## src/rtl/vector_accumulate_unit_if.sv

```systemverilog
// Vector accumulate unit bus: config stream, input vector and registered output.
// Master drives inputs; slave is the accumulate unit.
interface vector_accumulate_unit_if #(
  parameter int N          = 8,
  parameter int DATA_WIDTH = 32,
  parameter int MAX_CHAINS = 4
);
  localparam int CW = $clog2(MAX_CHAINS);

  logic                             tracing;
  logic                             valid_in;
  logic                             eof_in;
  logic                             bof_in;
  logic [CW-1:0]                    chainId_in;
  logic [7:0]                       configId;
  logic [7:0]                       configData;
  logic [N-1:0][DATA_WIDTH-1:0]     vector_in;
  logic [N-1:0][DATA_WIDTH-1:0]     vector_out;
  logic [CW-1:0]                    chainId_out;
  logic                             valid_out;
  logic                             eof_out;
  logic                             bof_out;

  modport master (
    output tracing, valid_in, eof_in, bof_in,
    output chainId_in, configId, configData, vector_in,
    input  vector_out, chainId_out, valid_out,
    input  eof_out, bof_out
  );

  modport slave (
    input  tracing, valid_in, eof_in, bof_in,
    input  chainId_in, configId, configData, vector_in,
    output vector_out, chainId_out, valid_out,
    output eof_out, bof_out
  );
endinterface

```

## src/rtl/vector_accumulate_unit.sv

```systemverilog
// Per-chain frame accumulator: sums vectors bof..eof and emits one sum at eof.
// Chains with accumulation disabled pass through; configured while not tracing.
module vector_accumulate_unit #(
  parameter int N          = 8,
  parameter int DATA_WIDTH = 32,
  parameter int MAX_CHAINS = 4,
  parameter logic [7:0] PERSONAL_CONFIG_ID = 8'd0,
  parameter logic [0:MAX_CHAINS-1][7:0] INITIAL_FIRMWARE_ACC_EN = '0
) (
  input logic clk,
  input logic rst,
  vector_accumulate_unit_if.slave bus
);
  localparam int CW = $clog2(MAX_CHAINS);
  localparam int BW = CW + 1;
  localparam logic [BW-1:0] LAST_CNT = BW'(MAX_CHAINS);

  typedef logic [N-1:0][DATA_WIDTH-1:0] vec_t;

  vec_t                 r_acc [MAX_CHAINS];
  logic [MAX_CHAINS-1:0] r_started;
  logic [7:0]           r_fw [MAX_CHAINS];
  logic [BW-1:0]        r_byte_cnt;

  vec_t          r_vec_out;
  logic [CW-1:0] r_chain_out;
  logic          r_valid_out;
  logic          r_eof_out;
  logic          r_bof_out;

  logic [CW-1:0] w_c;
  logic          w_acc_mode;
  logic          w_restart;
  vec_t          w_sum;

  assign w_c        = bus.chainId_in;
  assign w_acc_mode = (r_fw[w_c] == 8'd1);
  // A fresh frame begins from zero on bof, or when nothing is pending
  assign w_restart  = bus.bof_in | ~r_started[w_c];

  always_comb begin
    w_sum = '0;
    for (int l = 0; l < N; l++) begin
      w_sum[l] = (w_restart ? '0 : r_acc[w_c][l]) + bus.vector_in[l];
    end
  end

  always_ff @(posedge clk or posedge rst) begin
    if (rst) begin
      for (int c = 0; c < MAX_CHAINS; c++) begin
        r_acc[c] <= '0;
        r_fw[c]  <= INITIAL_FIRMWARE_ACC_EN[c];
      end
      r_started   <= '0;
      r_byte_cnt  <= '0;
      r_vec_out   <= '0;
      r_chain_out <= '0;
      r_valid_out <= 1'b0;
      r_eof_out   <= 1'b0;
      r_bof_out   <= 1'b0;
    end else if (bus.tracing) begin
      r_valid_out <= 1'b0;
      if (bus.valid_in) begin
        if (!w_acc_mode) begin
          r_vec_out   <= bus.vector_in;
          r_chain_out <= w_c;
          r_valid_out <= 1'b1;
          r_eof_out   <= bus.eof_in;
          r_bof_out   <= bus.bof_in;
        end else if (bus.eof_in) begin
          r_vec_out      <= w_sum;
          r_chain_out    <= w_c;
          r_valid_out    <= 1'b1;
          r_eof_out      <= 1'b1;
          r_bof_out      <= 1'b1;
          r_acc[w_c]     <= '0;
          r_started[w_c] <= 1'b0;
        end else begin
          r_acc[w_c]     <= w_sum;
          r_started[w_c] <= 1'b1;
        end
      end
    end else begin
      r_valid_out <= 1'b0;
      if (bus.configId == PERSONAL_CONFIG_ID) begin
        if (r_byte_cnt < LAST_CNT) begin
          r_fw[r_byte_cnt[CW-1:0]] <= bus.configData;
          r_byte_cnt <= r_byte_cnt + 1'b1;
        end
      end else begin
        r_byte_cnt <= '0;
      end
    end
  end

  assign bus.vector_out  = r_vec_out;
  assign bus.chainId_out = r_chain_out;
  assign bus.valid_out   = r_valid_out;
  assign bus.eof_out     = r_eof_out;
  assign bus.bof_out     = r_bof_out;
endmodule

```

## src/flat_wrapper.sv

```systemverilog
// flat-port wrapper written by rule: the top's interface ports become plain ports
module vector_accumulate_unit_flat 
#(
  parameter int N          = 8,
  parameter int DATA_WIDTH = 32,
  parameter int MAX_CHAINS = 4,
  parameter logic [7:0] PERSONAL_CONFIG_ID = 8'd0,
  parameter logic [0:MAX_CHAINS-1][7:0] INITIAL_FIRMWARE_ACC_EN = '0
)
  (clk, rst, bus_tracing, bus_valid_in, bus_eof_in, bus_bof_in, bus_chainId_in, bus_configId, bus_configData, bus_vector_in, bus_vector_out, bus_chainId_out, bus_valid_out, bus_eof_out, bus_bof_out);
  vector_accumulate_unit_if #(.N(N), .DATA_WIDTH(DATA_WIDTH), .MAX_CHAINS(MAX_CHAINS)) bus_i ();
  input logic clk;
  input logic rst;
  input wire logic [$bits(bus_i.tracing)-1:0] bus_tracing;
  input wire logic [$bits(bus_i.valid_in)-1:0] bus_valid_in;
  input wire logic [$bits(bus_i.eof_in)-1:0] bus_eof_in;
  input wire logic [$bits(bus_i.bof_in)-1:0] bus_bof_in;
  input wire logic [$bits(bus_i.chainId_in)-1:0] bus_chainId_in;
  input wire logic [$bits(bus_i.configId)-1:0] bus_configId;
  input wire logic [$bits(bus_i.configData)-1:0] bus_configData;
  input wire logic [$bits(bus_i.vector_in)-1:0] bus_vector_in;
  output wire logic [$bits(bus_i.vector_out)-1:0] bus_vector_out;
  output wire logic [$bits(bus_i.chainId_out)-1:0] bus_chainId_out;
  output wire logic [$bits(bus_i.valid_out)-1:0] bus_valid_out;
  output wire logic [$bits(bus_i.eof_out)-1:0] bus_eof_out;
  output wire logic [$bits(bus_i.bof_out)-1:0] bus_bof_out;
  assign bus_i.tracing = bus_tracing;
  assign bus_i.valid_in = bus_valid_in;
  assign bus_i.eof_in = bus_eof_in;
  assign bus_i.bof_in = bus_bof_in;
  assign bus_i.chainId_in = bus_chainId_in;
  assign bus_i.configId = bus_configId;
  assign bus_i.configData = bus_configData;
  assign bus_i.vector_in = bus_vector_in;
  assign bus_vector_out = bus_i.vector_out;
  assign bus_chainId_out = bus_i.chainId_out;
  assign bus_valid_out = bus_i.valid_out;
  assign bus_eof_out = bus_i.eof_out;
  assign bus_bof_out = bus_i.bof_out;
  vector_accumulate_unit #(.N(N), .DATA_WIDTH(DATA_WIDTH), .MAX_CHAINS(MAX_CHAINS), .PERSONAL_CONFIG_ID(PERSONAL_CONFIG_ID), .INITIAL_FIRMWARE_ACC_EN(INITIAL_FIRMWARE_ACC_EN)) u_core (.clk(clk), .rst(rst), .bus(bus_i));
endmodule
```

## config.mk

```make
export PLATFORM = sky130hd
export DESIGN_NAME = vector_accumulate_unit_flat
export DESIGN_NICKNAME = d
export VERILOG_FILES = /design/src/rtl/vector_accumulate_unit_if.sv /design/src/rtl/vector_accumulate_unit.sv /design/src/flat_wrapper.sv
export SDC_FILE = /design/constraint.sdc
export NUM_CORES = 2
export LEC_CHECK = 0
export ABC_AREA = 0
export CORE_ASPECT_RATIO = 1.25
export CORE_MARGIN = 2
export CORE_UTILIZATION = 35
export DETAILED_ROUTE_END_ITERATION = 7
export GPL_ROUTABILITY_DRIVEN = 0
export SETUP_SLACK_MARGIN = 0.05
export SKIP_CTS_REPAIR_TIMING = 1
export SLEW_MARGIN = 40
export SYNTH_ARGS = -nofsm -noshare
export SYNTH_HDL_FRONTEND = slang
export SYNTH_SLANG_ARGS = --single-unit
```

## constraint.sdc

```tcl
create_clock -name clk -period 55.8 [get_ports clk]
set_clock_uncertainty 0.2 [all_clocks]
set_input_delay 11.16 -clock clk [delete_from_list [all_inputs] [get_ports clk]]
set_output_delay 11.16 -clock clk [all_outputs]
set_load 0.1 [all_outputs]
```

==> results.py <==
metrics = {
    "status": {
        "status": "finished, final reports clean",
    },
    "min_path": {
        "min-delay-start": "u_core.bus.chainId_out[0]$_DFFE_PP0P_",
        "hp-class": "flip-flop to flip-flop",
        "hold_depth": 2,
        "min_to": "u_core.bus.chainId_out[0]$_DFFE_PP0P_",
    },
    "placed_design": {
        "hpwl_mm": 148,
        "placed_cell_area_um2": 77200,
        "port_buffers": 540,
    },
    "synth": {
        "ys_ff_latch": 1324,
        "synth_cells": 6896,
        "ys.flop_type": "dfrtp_1",
        "synth_top_cell_by_area": "dfrtp_1",
        "ys_async_sr_fraction_pct": 100,
        "synthTopCellsByArea": "dfrtp_1, mux4_2, nand2_1",
        "ys_seq_area_share_pct": 47.0,
        "synth_edf_count": 0,
        "synth_top_cell_area_share_pct": 47.0,
        "syn_nets": 7436,
        "synth_area_um2": 70500,
        "synth_cell_types": 99,
        "synth.avg_cell_area_um2": 10.2,
        "yosys_warnings": 0,
    },
    "route": {
        "drt_iter0_drc": 4131,
        "firstDrtPassIters": 8,
        "ant_nets": 0,
        "wl_per_cell_um": 22.2,
        "drt_wl_total_mm": 222,
        "wl_met2_mm": 102,
        "route.detailed.drc": 0,
        "num_vias": 55400,
        "m1WireLength_mm": 99.3,
        "dr_wl_met3_mm": 14.8,
        "vias_per_cell": 5.53,
        "dr.max_layer_used": "met5",
    },
    "timing": {
        "worstMarginPinSlew_ns": 0.871,
        "min_period_ns": 16.25,
        "grt_setup_unrepaired": "false",
        "maxSlewHeadroom_pct": 41.9,
        "finalHoldViolations": 0,
        "clock.fmax_mhz": 61.5,
        "tns_ns": 0,
        "setup_viol": 0,
        "period_share_pct": 29.1,
        "drv_slew": 0,
    },
    "clock_network": {
        "clock_latency_ns": 0.83,
        "cts_sinks": 1324,
        "cts_buffers": 145,
        "max-clock-path-buffers": 3,
        "clkTransAtPathRegs_ns": 0.06,
        "clockRootBuffer": "clkbuf_16",
        "cts_tree": "built",
        "cts.htree.levels": 4,
    },
    "cells_and_area": {
        "seq_area_um2": 33100,
        "nNetsFinal": 7736,
        "layout_common_cells": "dfrtp_1, nand2_1, o21ai_0, o31ai_1, nor2_1",
        "layout_commonest_cell": "dfrtp_1",
        "n_fill_cell": 19400,
        "design_area_um2": 82300,
        "drive_gt1_share_pct": 15.3,
        "multi_input_area_um2": 35300,
        "syn_to_final_growth_pct": 16.7,
    },
    "die": {
        "die_y_um": 506,
        "ioPinCount": 541,
        "initial_core_util_pct": 35.2,
        "rows": 184,
        "core_area_um2": 201000,
        "die_area_um2": 205000,
        "die_w_um": 405,
    },
    "worst_setup_path": {
        "worst-path-max-fanout": 70,
        "reg2reg_depth": 18,
        "cp_data_required_time_ns": 56.27,
        "max_stage_delay_ns": 0.66,
        "arrival_ns": 16.72,
        "r2r_slack_ns": 49.91,
        "path_cells": "buf_8 > buf_4 > buf_12 > mux4_2 > and2_1 > ha_1 > fa_1 > a211oi_2 > o21a_1 > o311a_2 > o31ai_4 > a41o_1 > a221o_2 > a31oi_4 > a21oi_1 > xnor2_1 > o21ai_1",
        "worstSetupPathType": "input pin to flip-flop",
        "startpoint_type": "input pin",
        "cp-end-kind": "flip-flop",
        "r2r-end": "u_core.bus.vector_out[122]$_DFFE_PP0P_",
        "cp_slowest_cell": "buf_4",
    },
    "pwr": {
        "p_per_area_nw_per_um2": 32.9,
        "peakVddDrop_v": 0.0000380,
        "total_power_mw": 2.71,
        "p_leak_nw": 37.2,
    },
    "global_route": {
        "grt_pass1_vias": 56300,
        "grt_overflow": 0,
        "grt_usage_pct": 21.5,
        "grt_pass1_wl_mm": 342,
        "grt_max_degree": 144,
        "antenna_found_initial": 13,
    },
    "job": {
        "max_cap_violations": 0,
    },
}
worst max path at each step:
stage                     depth (start not counted)                                     end         startpoint
final                                            17           u_core.r_acc[988]$_DFFE_PP0P_  bus_chainId_in[0]
after global routing                             19  u_core.bus.vector_out[122]$_DFFE_PP0P_  bus_chainId_in[0]
after CTS                                        18           u_core.r_acc[895]$_DFFE_PP0P_  bus_chainId_in[0]
after detailed placement                         18           u_core.r_acc[895]$_DFFE_PP0P_  bus_chainId_in[0]
after global placement                           18           u_core.r_acc[895]$_DFFE_PP0P_  bus_chainId_in[0]
after floorplan                                   1              asynchronous set/reset pin                rst
cell families after synthesis:
| group | Yosys count | synth area share (%) |
|---|---|---|
| AO/OA/AOI/OAI | 1976 | 17.8 |
| adder cells (fa/ha/maj) | 260 | 4.70 |
| AND/OR/NAND/NOR | 2095 | 13.1 |
| buffers and inverters | 550 | 3.05 |
| XOR/XNOR | 235 | 2.94 |
| flip-flops | 1324 | 47.0 |
| multiplexers | 456 | 11.4 |
sequential cells by signal (all words and copies together), names as in the netlist, named ones only:
name	cells
u_core.bus.bof_out	1
u_core.bus.chainId_out	2
u_core.bus.eof_out	1
u_core.bus.valid_out	1
u_core.bus.vector_out	256
u_core.r_acc	1024
u_core.r_byte_cnt	3
u_core.r_fw	32
Yosys cell counts (32+ instances only):
library cell	n
o31ai_1	387
and2_1	259
inv_1	65
a21o_1	128
mux4_2	257
ha_1	252
clkbuf_1	401
nor3_1	32
a31oi_1	62
nand2b_1	72
a21oi_1	354
nor2_1	363
a22o_1	93
nand2_1	1163
mux2_2	185
o21ai_1	43
nand3_1	71
o21ai_0	632
xor2_1	104
buf_2	61
dfrtp_1	1324
o21a_1	41
xnor2_1	129
metrics by stage:
stage / cells / util, % / setup WS (ns) / hold slack, ns
floorplan: 6896 / - / 7.12 / 0.242
global placement: 9732 / 39.0 / 38.70 / 0.253
detailed placement: 9743 / 38.5 / 38.60 / 0.258
CTS: 10000 / 41.0 / 39.48 / 0.273
global route: 10000 / 41.0 / 39.10 / 0.290
finish: 10000 / 41.0 / 39.55 / 0.268
metal layers:
metal / global-route usage (%) / vias to the layer above
li1: - / 25400
met1: 29.8 / 27800
met5: 0 / -
met3: 3.63 / 291
met4: 6.29 / 4
met2: 34.4 / 1793
power by group:
group | switching (mW) | internal, mW
Sequential | 0.0633 | 1.06
Combinational | 0.423 | 0.160
Clock | 0.426 | 0.574
Total | 0.912 | 1.80
critical path: cells and delay by family:
family,cells,cell delay (ns)
fa+ha+maj,2,0.70
buf+inv,3,1.50
xor+xnor,1,0.42
mux,1,0.57
simple gates,1,0.17
compound gates,9,2.01
final cells by class:
cell class	instances	share of cell area [%]
Timing Repair Buffer	637	6.40
Clock inverter	68	1.08
Antenna cell	5	0.0152
Multi-Input combinational cell	5022	42.9
Clock buffer	195	4.89
Tap cell	2697	4.10
Sequential cell	1324	40.3
Inverter	66	0.316
Note: power is estimated with default switching activity, not from simulation.
